$ cat src/rtl/aes_ahb_pkg.sv
// Shared types and constants for the AES accelerator AHB-Lite master.
package aes_ahb_pkg;

  typedef enum logic [1:0] {
    IDLE  = 2'd0,
    ADDR  = 2'd1,
    DATA  = 2'd2,
    ERROR = 2'd3
  } ahb_state_e;

  localparam int unsigned WORDS_PER_BLOCK = 4;
  localparam int unsigned BYTES_PER_WORD  = 4;

endpackage

$ cat src/rtl/ahb_block_counter.sv
// Word/byte counting for completed transfers; raises end_block on the last
// word of an AES block or of a sized message.
module ahb_block_counter
  import aes_ahb_pkg::*;
#(
  parameter int unsigned WORDS_PER_BLOCK = aes_ahb_pkg::WORDS_PER_BLOCK,
  localparam int unsigned CW = $clog2(WORDS_PER_BLOCK + 1)
) (
  input  logic        clk,
  input  logic        rst_n,
  input  logic        word_done_i,
  input  logic [31:0] size_i,
  output logic        end_block_o
);

  logic [CW-1:0] word_q, word_d, word_inc;
  logic [31:0]   byte_q, byte_d, byte_inc;
  logic          eb_q, eb_d;
  logic          blk_full, size_hit;

  assign word_inc = word_q + CW'(1);
  assign byte_inc = byte_q + 32'(BYTES_PER_WORD);
  assign blk_full = (word_inc == CW'(WORDS_PER_BLOCK));
  assign size_hit = (size_i != 32'd0) && (byte_inc >= size_i);

  always_comb begin
    word_d = word_q;
    byte_d = byte_q;
    eb_d   = 1'b0;
    if (word_done_i) begin
      eb_d = blk_full || size_hit;
      // Reaching the message length restarts both counts for the next message.
      if (size_hit) begin
        word_d = '0;
        byte_d = '0;
      end else begin
        word_d = blk_full ? '0 : word_inc;
        byte_d = byte_inc;
      end
    end
  end

  always_ff @(posedge clk or negedge rst_n) begin
    if (!rst_n) begin
      word_q <= '0;
      byte_q <= '0;
      eb_q   <= 1'b0;
    end else begin
      word_q <= word_d;
      byte_q <= byte_d;
      eb_q   <= eb_d;
    end
  end

  assign end_block_o = eb_q;

endmodule

$ cat src/rtl/ahb_master_q.sv
// Single-beat AHB-Lite master: one enable pulse runs one 32-bit read or write.
// Handshake: a phase advances only on a posedge where hready=1; hresp=1 in DATA aborts to ERROR.
module ahb_master_q
  import aes_ahb_pkg::*;
#(
  parameter int unsigned WORDS_PER_BLOCK = aes_ahb_pkg::WORDS_PER_BLOCK
) (
  input  logic        hclk,
  input  logic        hrst,
  input  logic        hready,
  input  logic        hresp,
  input  logic        ahbMode,
  input  logic        enable,
  input  logic [31:0] hrdata,
  input  logic [31:0] shiftin,
  input  logic [31:0] size,
  input  logic [31:0] raddr,
  input  logic [31:0] waddr,
  output logic [31:0] haddr,
  output logic [31:0] hwdata,
  output logic        hwrite,
  output logic [31:0] shiftout,
  output logic        shift_en,
  output logic        end_block,
  output ahb_state_e  dbg_state
);

  ahb_state_e  state_q, state_d;
  logic        mode_q, mode_d;
  logic [31:0] data_q, data_d;
  logic [31:0] haddr_q, haddr_d;
  logic [31:0] hwdata_q, hwdata_d;
  logic        hwrite_q, hwrite_d;
  logic [31:0] shiftout_q, shiftout_d;
  logic        shift_en_q, shift_en_d;
  logic        word_done;

  always_comb begin
    state_d    = state_q;
    mode_d     = mode_q;
    data_d     = data_q;
    haddr_d    = haddr_q;
    hwdata_d   = hwdata_q;
    hwrite_d   = hwrite_q;
    shiftout_d = shiftout_q;
    shift_en_d = 1'b0;
    word_done  = 1'b0;
    unique case (state_q)
      IDLE: begin
        if (enable) begin
          mode_d   = ahbMode;
          data_d   = shiftin;
          haddr_d  = ahbMode ? waddr : raddr;
          hwrite_d = ahbMode;
          state_d  = ADDR;
        end
      end
      ADDR: begin
        if (hready) begin
          if (mode_q) hwdata_d = data_q;
          state_d = DATA;
        end
      end
      DATA: begin
        if (hresp) begin
          hwrite_d = 1'b0;
          state_d  = ERROR;
        end else if (hready) begin
          if (!mode_q) shiftout_d = hrdata;
          shift_en_d = 1'b1;
          word_done  = 1'b1;
          state_d    = IDLE;
        end
      end
      ERROR: state_d = IDLE;
      default: state_d = IDLE;
    endcase
  end

  always_ff @(posedge hclk or negedge hrst) begin
    if (!hrst) begin
      state_q    <= IDLE;
      mode_q     <= 1'b0;
      data_q     <= '0;
      haddr_q    <= '0;
      hwdata_q   <= '0;
      hwrite_q   <= 1'b0;
      shiftout_q <= '0;
      shift_en_q <= 1'b0;
    end else begin
      state_q    <= state_d;
      mode_q     <= mode_d;
      data_q     <= data_d;
      haddr_q    <= haddr_d;
      hwdata_q   <= hwdata_d;
      hwrite_q   <= hwrite_d;
      shiftout_q <= shiftout_d;
      shift_en_q <= shift_en_d;
    end
  end

  ahb_block_counter #(.WORDS_PER_BLOCK(WORDS_PER_BLOCK)) u_cnt (
    .clk         (hclk),
    .rst_n       (hrst),
    .word_done_i (word_done),
    .size_i      (size),
    .end_block_o (end_block)
  );

  assign haddr     = haddr_q;
  assign hwdata    = hwdata_q;
  assign hwrite    = hwrite_q;
  assign shiftout  = shiftout_q;
  assign shift_en  = shift_en_q;
  assign dbg_state = state_q;

endmodule

$ cat config.mk
export PLATFORM = sky130hd
export DESIGN_NAME = ahb_master_q
export DESIGN_NICKNAME = d
export VERILOG_FILES = /design/src/rtl/aes_ahb_pkg.sv /design/src/rtl/ahb_block_counter.sv /design/src/rtl/ahb_master_q.sv
export SDC_FILE = /design/constraint.sdc
export NUM_CORES = 1
export LEC_CHECK = 0
export BUFFER_PORTS_ARGS = -buffer_cell sky130_fd_sc_hd__buf_2
export CAP_MARGIN = 20
export CORE_MARGIN = 5
export CORE_UTILIZATION = 51
export DETAILED_ROUTE_END_ITERATION = 12
export PLACE_DENSITY_LB_ADDON = 0.3
export SYNTH_ARGS = -nofsm -noshare
export SYNTH_HDL_FRONTEND = slang
export SYNTH_SLANG_ARGS = --single-unit
$ cat constraint.sdc
create_clock -name hclk -period 4.7 [get_ports hclk]
set_input_delay 0.235 -clock hclk [delete_from_list [all_inputs] [get_ports hclk]]
set_output_delay 0.235 -clock hclk [all_outputs]
set_load 0.005 [all_outputs]
==> key figures, run 1 <==
Floorplan
  • Starting density of the core: 0.517
  • Die ar.: 18700 sq um
  • IO Pins: 267
  • CORE AREA: 15800 sq um
  • Die Wd: 137 um
  • Row count: 46
  • Height of the die: 137 um

GRT
  • First-pass GRT wire length: 32600 um
  • Vias in the first global route: 6297
  • Initial antenna violation count: 5
  • GRT overflow: 0
  • GRT Util Overall: 0.225
  • Pin count of the biggest net entering global routing: 97

Finish
  • Area delta synth->final: 26.9%
  • Share of cells above drive strength 1: 0.424
  • FF+latch area: 4180 sq um
  • Post-route cell area: 10400 sq um
  • Fin util: 0.656
  • Filler cell count: 1244
  • Nets@finish: 1172
  • Fin cells: 1205
  • Multi-input gate area: 3710 sq um

Clocking
  • CTS max path bufs: 2
  • H-tree levels: 4
  • CTS tree: built
  • Clock root buffer master: clkbuf_16
  • Setup bufs post-CTS: 0
  • Skew-Pair Late Insertion Delay: 0.42 ns
  • Post-cts resize count: 0
  • CTS Sinks: 167
  • Reg clk slew, reported paths: 0.06 ns
  • Num CTS Buffers: 17
  • Post-CTS Hold Buffers: 1

Yosys
  • Post-synthesis sequential area ratio: 0.511
  • Yosys top cell by area: dfrtp_1
  • Synth cell count leaders: dfrtp_1, mux2_2, nor2_1
  • Post-synth EDFFs: 0
  • Post-Synthesis Net Count: 910
  • Synth Area per Inst: 11.5 sq um
  • Synth warnings: 0
  • Cell count after synthesis: 710
  • Most frequent cell after synthesis: dfrtp_1
  • FFs w/ async S/R, synth: 1.00
  • Area share of the largest cell type after synthesis: 0.511
  • Post-synth cell types: 55
  • Post-synth top flop: dfrtp_1
  • Yosys reg bits: 167
  • Synth area leaders: dfrtp_1, mux2_2, ha_1, mux2i_1, a21oi_1
  • Synthesized area: 8180 sq um

Timing
  • RSZ-0062 raised after global routing: no
  • Worst-margin pin slew: 1.01 ns
  • Clock Skew: 0.0137 ns
  • Endpoints failing setup: 0
  • Fmax: 0.253 GHz
  • Hold Fails Final Rpt: 0
  • Final Hold Slack: 0.0403 ns
  • Final Max Tran Viols: 0
  • Min Clock Period, post-route: 3.96 ns
  • Setup ws final: 0.742 ns
  • Slew headroom: 0.328
  • Tcrit/Tclk final: 0.842
  • Setup_tns: 0 ns

Placement
  • Hpwl dp: 15900 um
  • RD Place Congestion: 0.904
  • Placed Area: 9730 sq um
  • DP Worst Slack: 0.828 ns
  • PortBufs: 266
  • Placed cell count: 1168

Critical path
  • Worst EP arrival: 4.26 ns
  • Reg-to-Reg Start: u_cnt.byte_q[4]
  • R2R Setup Slk: 0.74 ns
  • Worst r2r path cells: 12
  • Crit path to: u_cnt.word_q[1]
  • Startpoint Class: flip-flop
  • WP data required: 5.00 ns
  • Crit Path Max Fanout: 11
  • RR Endpoint: u_cnt.word_q[1]
  • Crit end category: flip-flop
  • CP startpoint: u_cnt.byte_q[4]
  • Crit path kind: reg -> reg

Drt
  • Avg Vias per Cell: 5.36
  • Starting DRT DRC Count: 349
  • WL/cell: 17.6 um
  • Routed wire length: 21200 um
  • Final ANT Viol Nets: 0
  • DR vias: 6461
  • DRC errors left: 0
  • DRT Pass-1 Iters: 5

Pwr
  • Tot Pwr: 5.44 mW
  • Leakage: 5.13 nW
  • VDD IR max: 346 uV
  • P per Cell Area: 524 nW/um^2

Flow run
  • Max Cap Viol: 0

Outcome
  • Outcome: finished, final reports clean

Min path
  • Hold path start: shiftin[1]
  • Hold WC Path Type: in -> reg
## metal layers
| metal | vias up | wire length [um] | GRT usage |
|---|---|---|---|
| li1 | 3087 | - | - |
| met1 | 3086 | 8370 | 0.279 |
| met2 | 255 | 10800 | 0.384 |
| met3 | 31 | 1670 | 0.0588 |
| met4 | 2 | 403 | 0.0700 |
| met5 | - | 13 | 0 |
## area by class of cell
class,count,area share
Antenna cell,4,0.000964
Clock buffer,20,0.0430
Clock inverter,12,0.0183
Inverter,43,0.0155
Multi-Input combinational cell,467,0.357
Sequential cell,167,0.403
Tap cell,216,0.0260
Timing Repair Buffer,276,0.136
## sequential cells by signal (all words and copies together) (netlist names)
signal,cells
data_q,32
dbg_state,2
haddr,32
hwdata,32
hwrite,1
mode_q,1
shift_en,1
shiftout,32
u_cnt.byte_q,30
u_cnt.end_block_o,1
u_cnt.word_q,3
## worst max-delay path, cell delays in order, from the launching register on
cell     delay (ns)
dfrtp_1        0.56
nand4_1        0.20
nor4_4         0.53
nand4_1        0.29
xnor2_1        0.22
ha_1           0.31
nand4_1        0.14
nor3_1         0.30
nand2_1        0.12
a211o_1        0.39
and3_1         0.33
buf_4          0.21
a32o_1         0.25
## report_power, final
part           switching [mW]  internal (mW)  leakage [nW]
registers               0.315           2.02          2.02
clock network           0.579          0.915         0.309
logic                   0.739          0.872          2.80
## worst min-delay path by stage
| stage | to | slack [ns] | cells after the start |
|---|---|---|---|
| floorplan | data_q[0] | -0.06 | 0 |
| finish | data_q[1] | 0.04 | 2 |
| detailed placement | haddr[10] | 0.35 | 1 |
| CTS | shiftout[6] | 0.02 | 2 |
| global route | shiftout[3] | 0.03 | 2 |
| global placement | haddr[29] | 0.36 | 1 |
## cells in the final DEF, fill, tap and decap left out, drive strengths merged, types with 3 or more instances in the layout
master	instances
o31ai	4
clkbuf	20
and2	3
nor3	5
mux2i	34
nor4	12
nor2	49
xnor2	21
diode	4
dfrtp	167
ha	34
nand3	14
and3	4
nand4	25
a21oi	48
nand2	28
mux2	97
a41oi	5
a31oi	6
a22o	18
bufinv	4
inv	47
o21ai	16
buf	275
a31o	4
clkinv	3
xor2	7
and4	3
## logic make-up (layout without fill, tap and decap cells)
logic type,after synthesis,after routing,synth area share
buffers and inverters,76,351,0.0370
AOI/OAI and AO/OA,117,117,0.0928
xor gates and xnor gates,28,28,0.0300
DFF,167,167,0.511
muxes,131,131,0.175
other,0,4,0
and+or+nand+nor,157,157,0.103
adders and majority gates,34,34,0.0520
(Power assumes the default switching activity.)
==> inputs of run 2 (changes only) <==
clock period = 3.8 ns   (was 4.7 ns; I/O delays follow)
==> run 2 against run 1 <==
Global-route usage rose by 2.8 points; combinational power rose by 32%; die area did not move; largest cell class unchanged; critical endpoint unchanged; sequential share of layout area fell by 2.4 points; register-to-register slack got worse by 0.46 ns.
==> key figures, run 2 (synthesized netlist as in run 1, its figures left out) <==
GRT
  • Pin count of the biggest net entering global routing: 91 (-6.2%)
  • GRT Util Overall: 0.253 (+0.0282)
  • First-pass GRT wire length: 36500 um (+12%)
  • Vias in the first global route: 6947 (+10%)
  • GRT overflow: 0 (unchanged)
  • Initial antenna violation count: 6 (+1)

Floorplan
  • Starting density of the core: 0.517 (unchanged)
  • Row count: 46 (unchanged)
  • Die Wd: 137 um (unchanged)
  • Height of the die: 137 um (unchanged)
  • CORE AREA: 15800 sq um (unchanged)
  • Die ar.: 18700 sq um (unchanged)
  • IO Pins: 267 (unchanged)

Min path
  • Hold WC Path Type: in -> reg
  • Hold Path Stages: 2 (unchanged)

Timing
  • Fmax: 0.284 GHz (+12%)
  • Setup ws final: 0.282 ns (-0.461 ns)
  • Setup_tns: 0 ns (unchanged)
  • Clock Skew: 0.0133 ns (-0.000389 ns)
  • Hold Fails Final Rpt: 0 (unchanged)
  • Slew headroom: 0.329 (+0.00138)
  • Tcrit/Tclk final: 0.926 (+0.0839)
  • RSZ-0062 raised after global routing: no
  • Worst-margin pin slew: 1.01 ns (-0.00207 ns)
  • Min Clock Period, post-route: 3.52 ns (-0.439 ns)
  • Final Max Tran Viols: 0 (unchanged)
  • Endpoints failing setup: 0 (unchanged)
  • Final Hold Slack: 0.0213 ns (-0.0190 ns)

Clocking
  • H-tree levels: 4 (unchanged)
  • CTS max path bufs: 2 (unchanged)
  • CTS Sinks: 167 (unchanged)
  • Num CTS Buffers: 17 (unchanged)
  • Setup bufs post-CTS: 0 (unchanged)
  • Skew-Pair Late Insertion Delay: 0.43 ns (about the same)
  • Clock root buffer master: clkbuf_16
  • CTS tree: built
  • Reg clk slew, reported paths: 0.07 ns (about the same)

Critical path
  • Worst r2r path cells: 14 (+2)
  • Crit end category: flip-flop
  • Crit Path Max Fanout: 11 (unchanged)
  • Worst EP arrival: 3.83 ns (-0.43 ns)
  • WP data required: 4.11 ns (-0.89 ns)
  • Startpoint Class: flip-flop
  • Crit path kind: reg -> reg

Finish
  • Share of cells above drive strength 1: 0.409 (-0.0149)
  • Nets@finish: 1242 (+6.0%)
  • Commonest non-fill, non-tap cell in the layout: buf_2
  • Area delta synth->final: 35.0%
  • Fin util: 0.698 (+0.0419)
  • Commonest non-fill, non-tap cells in the layout: buf_2, dfrtp_1, mux2_2

Placement
  • RD Place Congestion: 0.910 (+0.73%)
  • PortBufs: 266 (unchanged)
  • DP Worst Slack: 0.149 ns (-0.679 ns)
  • Hpwl dp: 16000 um (+0.25%)

Drt
  • WL/cell: 18.6 um (+5.7%)
  • Avg Vias per Cell: 5.33 (-0.55%)
  • Final ANT Viol Nets: 0 (unchanged)
  • DRT Pass-1 Iters: 5 (unchanged)
  • DR vias: 6815 (+5.5%)
  • DRC errors left: 0 (unchanged)
  • Routed wire length: 23800 um (+12%)
  • Starting DRT DRC Count: 395 (+13%)

Outcome
  • Outcome: finished, final reports clean

Flow run
  • Max Cap Viol: 0 (unchanged)

Pwr
  • Clock share of power: 0.255 (-0.020)
  • Pint: 4.59 mW (+21%)
  • Switching power total: 2.17 mW (+33%)
  • Reg power frac: 0.431 (+0.002)
  • VDD IR max: 338 uV (-2.4%)
  • Comb power frac: 0.314 (+0.018)
  • Leakage: 5.42 nW (+5.7%)
  • P per Cell Area: 612 nW/um^2 (+17%)
  • Switching share of power: 0.321 (+0.0209)
run 2: changes by cell type in the layout (fill, tap and decap cells not counted), sizes merged:
cell,before,now
dlygate4sd3,1,61
buf,275,285
bufinv,4,1
diode,4,7
inv,47,50
clkbuf,20,19
clkinv,3,4
run 2: per-layer routing:
layer | wire length (um) | up-vias | track usage
met2 | 12100 | 243 | 0.437
met1 | 9440 | 3286 | 0.309
li1 | - | 3247 | -
met4 | 588 | 0 | 0.0980
met3 | 1630 | 39 | 0.0548
met5 | 0 | - | 0
run 2: timing repair:
action | CTS | global route
gates resized for setup | 0 | 3
endpoints found under the hold margin | 149 | 0
endpoints found under the setup margin | 0 | 10
hold buffers | 61 | 0
run 2: stage by stage:
| stage | area [sq um] | cells | power, mW |
|---|---|---|---|
| after floorplan | 8180 | 710 | 3.97 |
| after global placement | 9810 | 1178 | 4.85 |
| after detailed placement | 9810 | 1178 | 4.96 |
| after CTS | 11000 | 1271 | 6.74 |
| after global routing | 11000 | 1277 | 7.18 |
| final | 11000 | 1278 | 6.76 |
run 2: worst paths after layout:
kind	start	to	slack (ns)
max	u_cnt.byte_q[2]	u_cnt.word_q[1]	0.28
min	shiftin[8]	data_q[8]	0.02
max reg2reg	u_cnt.byte_q[2]	u_cnt.word_q[1]	0.28
min reg2reg	data_q[2]	hwdata[2]	0.50
max in group asynchronous	hrst	hwdata[18]	2.41
min in group asynchronous	hrst	haddr[26]	0.44
run 2: power by group through the flow:
stage               combinational (mW)  sequential [mW]  clock, mW
floorplan                         1.06             2.91          0
global placement                  1.99             2.86          0
detailed placement                2.05             2.91          0
CTS                               2.11             2.88       1.74
global route                      2.34             3.00       1.84
finish                            2.12             2.91       1.72
run 2: area by class of cell:
type                            count  area (sq um)
Sequential cell                   167          4180
Timing Repair Buffer              346          2100
Clock buffer                       19           453
Clock inverter                     13           134
Fill cell                        1153          4780
Antenna cell                        7          17.5
Multi-Input combinational cell    467          3730
Inverter                           43           161
Tap cell                          216           270
run 2: critical path: stages, from the launching register on:
cell,delay [ns]
dfrtp_1,0.48
ha_1,0.23
nand4_1,0.11
nor4_1,0.29
buf_4,0.22
nand3_1,0.12
xnor2_1,0.16
ha_1,0.31
nand4_1,0.13
nor3_1,0.27
a221o_1,0.32
o21ai_4,0.12
and3_1,0.21
buf_4,0.18
a32o_1,0.26
==> inputs of run 3 (changes only) <==
BUFFER_PORTS_ARGS = unset   (was -buffer_cell sky130_fd_sc_hd__buf_2)
CORE_UTILIZATION = 55   (was 51)
CTS_BUF_LIST = sky130_fd_sc_hd__clkbuf_4   (was unset)
DONT_BUFFER_PORTS = 1   (was unset)
==> run 3 against run 2 <==
The run now ends with negative hold slack left; register-to-register slack got worse by 0.13 ns; maximum frequency decreased by 3.7%; combinational power decreased by 33%; critical path depth decreased by 2; hold slack got worse by 0.72 ns; sequential share of layout area increased by 3.7 points; cell count decreased by 18%; wire length decreased by 2.4%; sequential power increased by 7.9%; setup slack got worse by 0.13 ns; largest power group unchanged.
==> key figures, run 3 (synthesized netlist as in run 1, its figures left out) <==
Clocking
  • Post-CTS Hold Buffers: 133 (+120%)
  • Reg clk slew, reported paths: 0.16 ns (+0.09 ns)
  • H-tree levels: 4 (unchanged)
  • Skew-Pair Late Insertion Delay: 0.55 ns (+0.12 ns)
  • CTS max path bufs: 2 (unchanged)
  • CTS Sinks: 167 (unchanged)
  • Clock root buffer master: clkbuf_4
  • CTS tree: built
  • Num CTS Buffers: 17 (unchanged)

Pwr
  • P per Cell Area: 557 nW/um^2 (-9.0%)
  • Comb power frac: 0.255 (-0.059)
  • Reg power frac: 0.559 (+0.128)
  • Tot Pwr: 5.61 mW (-17%)
  • Leakage: 4.51 nW (-17%)
  • Switching share of power: 0.349 (+0.0277)
  • VDD IR max: 334 uV (-1.1%)
  • Clock share of power: 0.186 (-0.069)
  • Pint: 3.65 mW (-20%)
  • Switching power total: 1.96 mW (-9.8%)

Timing
  • Fmax: 0.274 GHz (-3.7%)
  • Final Max Tran Viols: 0 (unchanged)
  • Clock Skew: 0.0252 ns (+0.0119 ns)
  • Slew headroom: 0.543 (+0.214)
  • Worst-margin pin slew: 0.686 ns (-0.321 ns)
  • Min Clock Period, post-route: 3.65 ns (+0.135 ns)
  • Endpoints failing setup: 0 (unchanged)
  • Final Hold Slack: -0.703 ns (-0.724 ns)
  • Setup ws final: 0.147 ns (-0.135 ns)
  • Setup_tns: 0 ns (unchanged)
  • Hold Fails Final Rpt: 167 (+167)
  • Tcrit/Tclk final: 0.961 (+0.0354)

Critical path
  • Crit path kind: reg -> reg
  • Worst path slowest cell: or4_1
  • Reg-to-Reg Start: u_cnt.byte_q[8]
  • Crit end category: flip-flop
  • WP data required: 4.24 ns (+0.13 ns)
  • Startpoint Class: flip-flop
  • CP startpoint: u_cnt.byte_q[8]
  • Crit Path Max Fanout: 21 (+10)
  • Slowest stage delay, CP: 0.66 ns (+0.18 ns)
  • Worst EP arrival: 4.09 ns (+0.26 ns)
  • Crit-path cells: and4_2, nand3_1, or4_1, xnor2_1, ha_1, nand4_1, nor2_1, o21ai_0, a211o_1, and3_1, buf_12, a32o_1

GRT
  • Vias in the first global route: 6558 (-5.6%)
  • GRT Util Overall: 0.265 (+0.0118)
  • Initial antenna violation count: 2 (-4)
  • Pin count of the biggest net entering global routing: 168 (+85%)
  • First-pass GRT wire length: 37000 um (+1.3%)
  • GRT overflow: 0 (unchanged)

Placement
  • Hpwl dp: 15300 um (-3.9%)
  • DP Worst Slack: 0.112 ns (-0.0373 ns)
  • PortBufs: 0 (-100%)
  • RD Place Congestion: 0.906 (-0.51%)

Floorplan
  • Die ar.: 17400 sq um (-6.7%)
  • CORE AREA: 14600 sq um (-7.8%)
  • Die Wd: 132 um (-3.4%)
  • Starting density of the core: 0.561 (+0.0439)
  • Row count: 44 (-4.3%)
  • IO Pins: 267 (unchanged)
  • Height of the die: 132 um (-3.4%)

Drt
  • Starting DRT DRC Count: 483 (+22%)
  • DRC errors left: 0 (unchanged)
  • DRT Pass-1 Iters: 6 (+1)
  • Routed wire length: 23200 um (-2.4%)
  • DR vias: 6292 (-7.7%)
  • Final ANT Viol Nets: 0 (unchanged)
  • Avg Vias per Cell: 6.03 (+13%)
  • WL/cell: 22.2 um (+19%)

Flow run
  • Max Cap Viol: 0 (unchanged)

Finish
  • Commonest non-fill, non-tap cell in the layout: dfrtp_1
  • Commonest non-fill, non-tap cells in the layout: dfrtp_1, dlygate4sd3_1, mux2_2
  • Area delta synth->final: 23.1%
  • Share of cells above drive strength 1: 0.196 (-0.214)
  • Nets@finish: 1045 (-16%)
  • Fin util: 0.690 (-0.00739)

Outcome
  • Outcome: complete, but fails checks
  • Failing checks: negative hold slack

Min path
  • Hold WC Path Type: in -> async
## run 3: cell count changes in the layout (fill, tap and decap cells not counted), sizes merged
cell / change
clkbuf: -2
dlygate4sd3: +71
buf: -268
inv: +1
clkinvlp: +1
diode: -5
## run 3: critical path: cells and delay by family (launching register included)
family / cells / cell delay, ns
simple gates: 6 / 1.66
xor+xnor: 1 / 0.18
fa+ha+maj: 1 / 0.33
compound gates: 3 / 0.73
flops: 1 / 0.47
buf+inv: 1 / 0.16
## run 3: path summary, 6_finish.rpt
check | to | slack, ns | cells after the start
max | u_cnt.word_q[1] | 0.15 | 12
max in group asynchronous | u_cnt.byte_q[7] | 4.23 | 0
min | haddr[31] | -0.70 | 0
min in group hclk | mode_q | 0.07 | 2
min reg2reg | hwdata[16] | 0.52 | 1
max reg2reg | u_cnt.word_q[1] | 0.15 | 12
## run 3: final cells by class
class | count | area, sq um
sequential | 167 | 4180
timing repair buffer | 149 | 1470
clock buffer | 17 | 128
clock inverter | 15 | 156
multi-input combinational | 467 | 3740
antenna | 2 | 5.00
fill | 997 | 4520
inverter | 43 | 161
tap | 184 | 230
## run 3: routing by layer
layer  vias to the layer above  part of all wire  global-route usage
met5                         -                 0                   0
met4                         0             0.039              0.0977
met3                        54             0.076              0.0790
met2                       294              0.49               0.442
met1                      3114              0.39               0.326
li1                       2830                 -                   -
## run 3: power groups by stage
| stage | Combinational (mW) | Clock (mW) | Sequential, mW |
|---|---|---|---|
| final | 1.43 | 1.04 | 3.14 |
| after floorplan | 1.06 | 0 | 2.91 |
| after global placement | 1.16 | 0 | 3.12 |
| after CTS | 1.40 | 1.07 | 3.12 |
| after global routing | 1.58 | 1.15 | 3.22 |
| after detailed placement | 1.25 | 0 | 3.16 |
## run 3: per-stage QoR
| stage | cell area (sq um) | cells |
|---|---|---|
| 6_report | 10100 | 1044 |
| 5_1_grt | 10100 | 1044 |
| 4_1_cts | 10000 | 1039 |
| 3_5_place_dp | 8390 | 874 |
| 3_3_place_gp | 8390 | 874 |
| 2_1_floorplan | 8180 | 710 |
## run 3: what timing repair did
action                                  in CTS  in global routing
setup buffers                                0                  3
endpoints found under the hold margin      267                167
gates resized for setup                      0                  8
endpoints found under the setup margin       0                 33
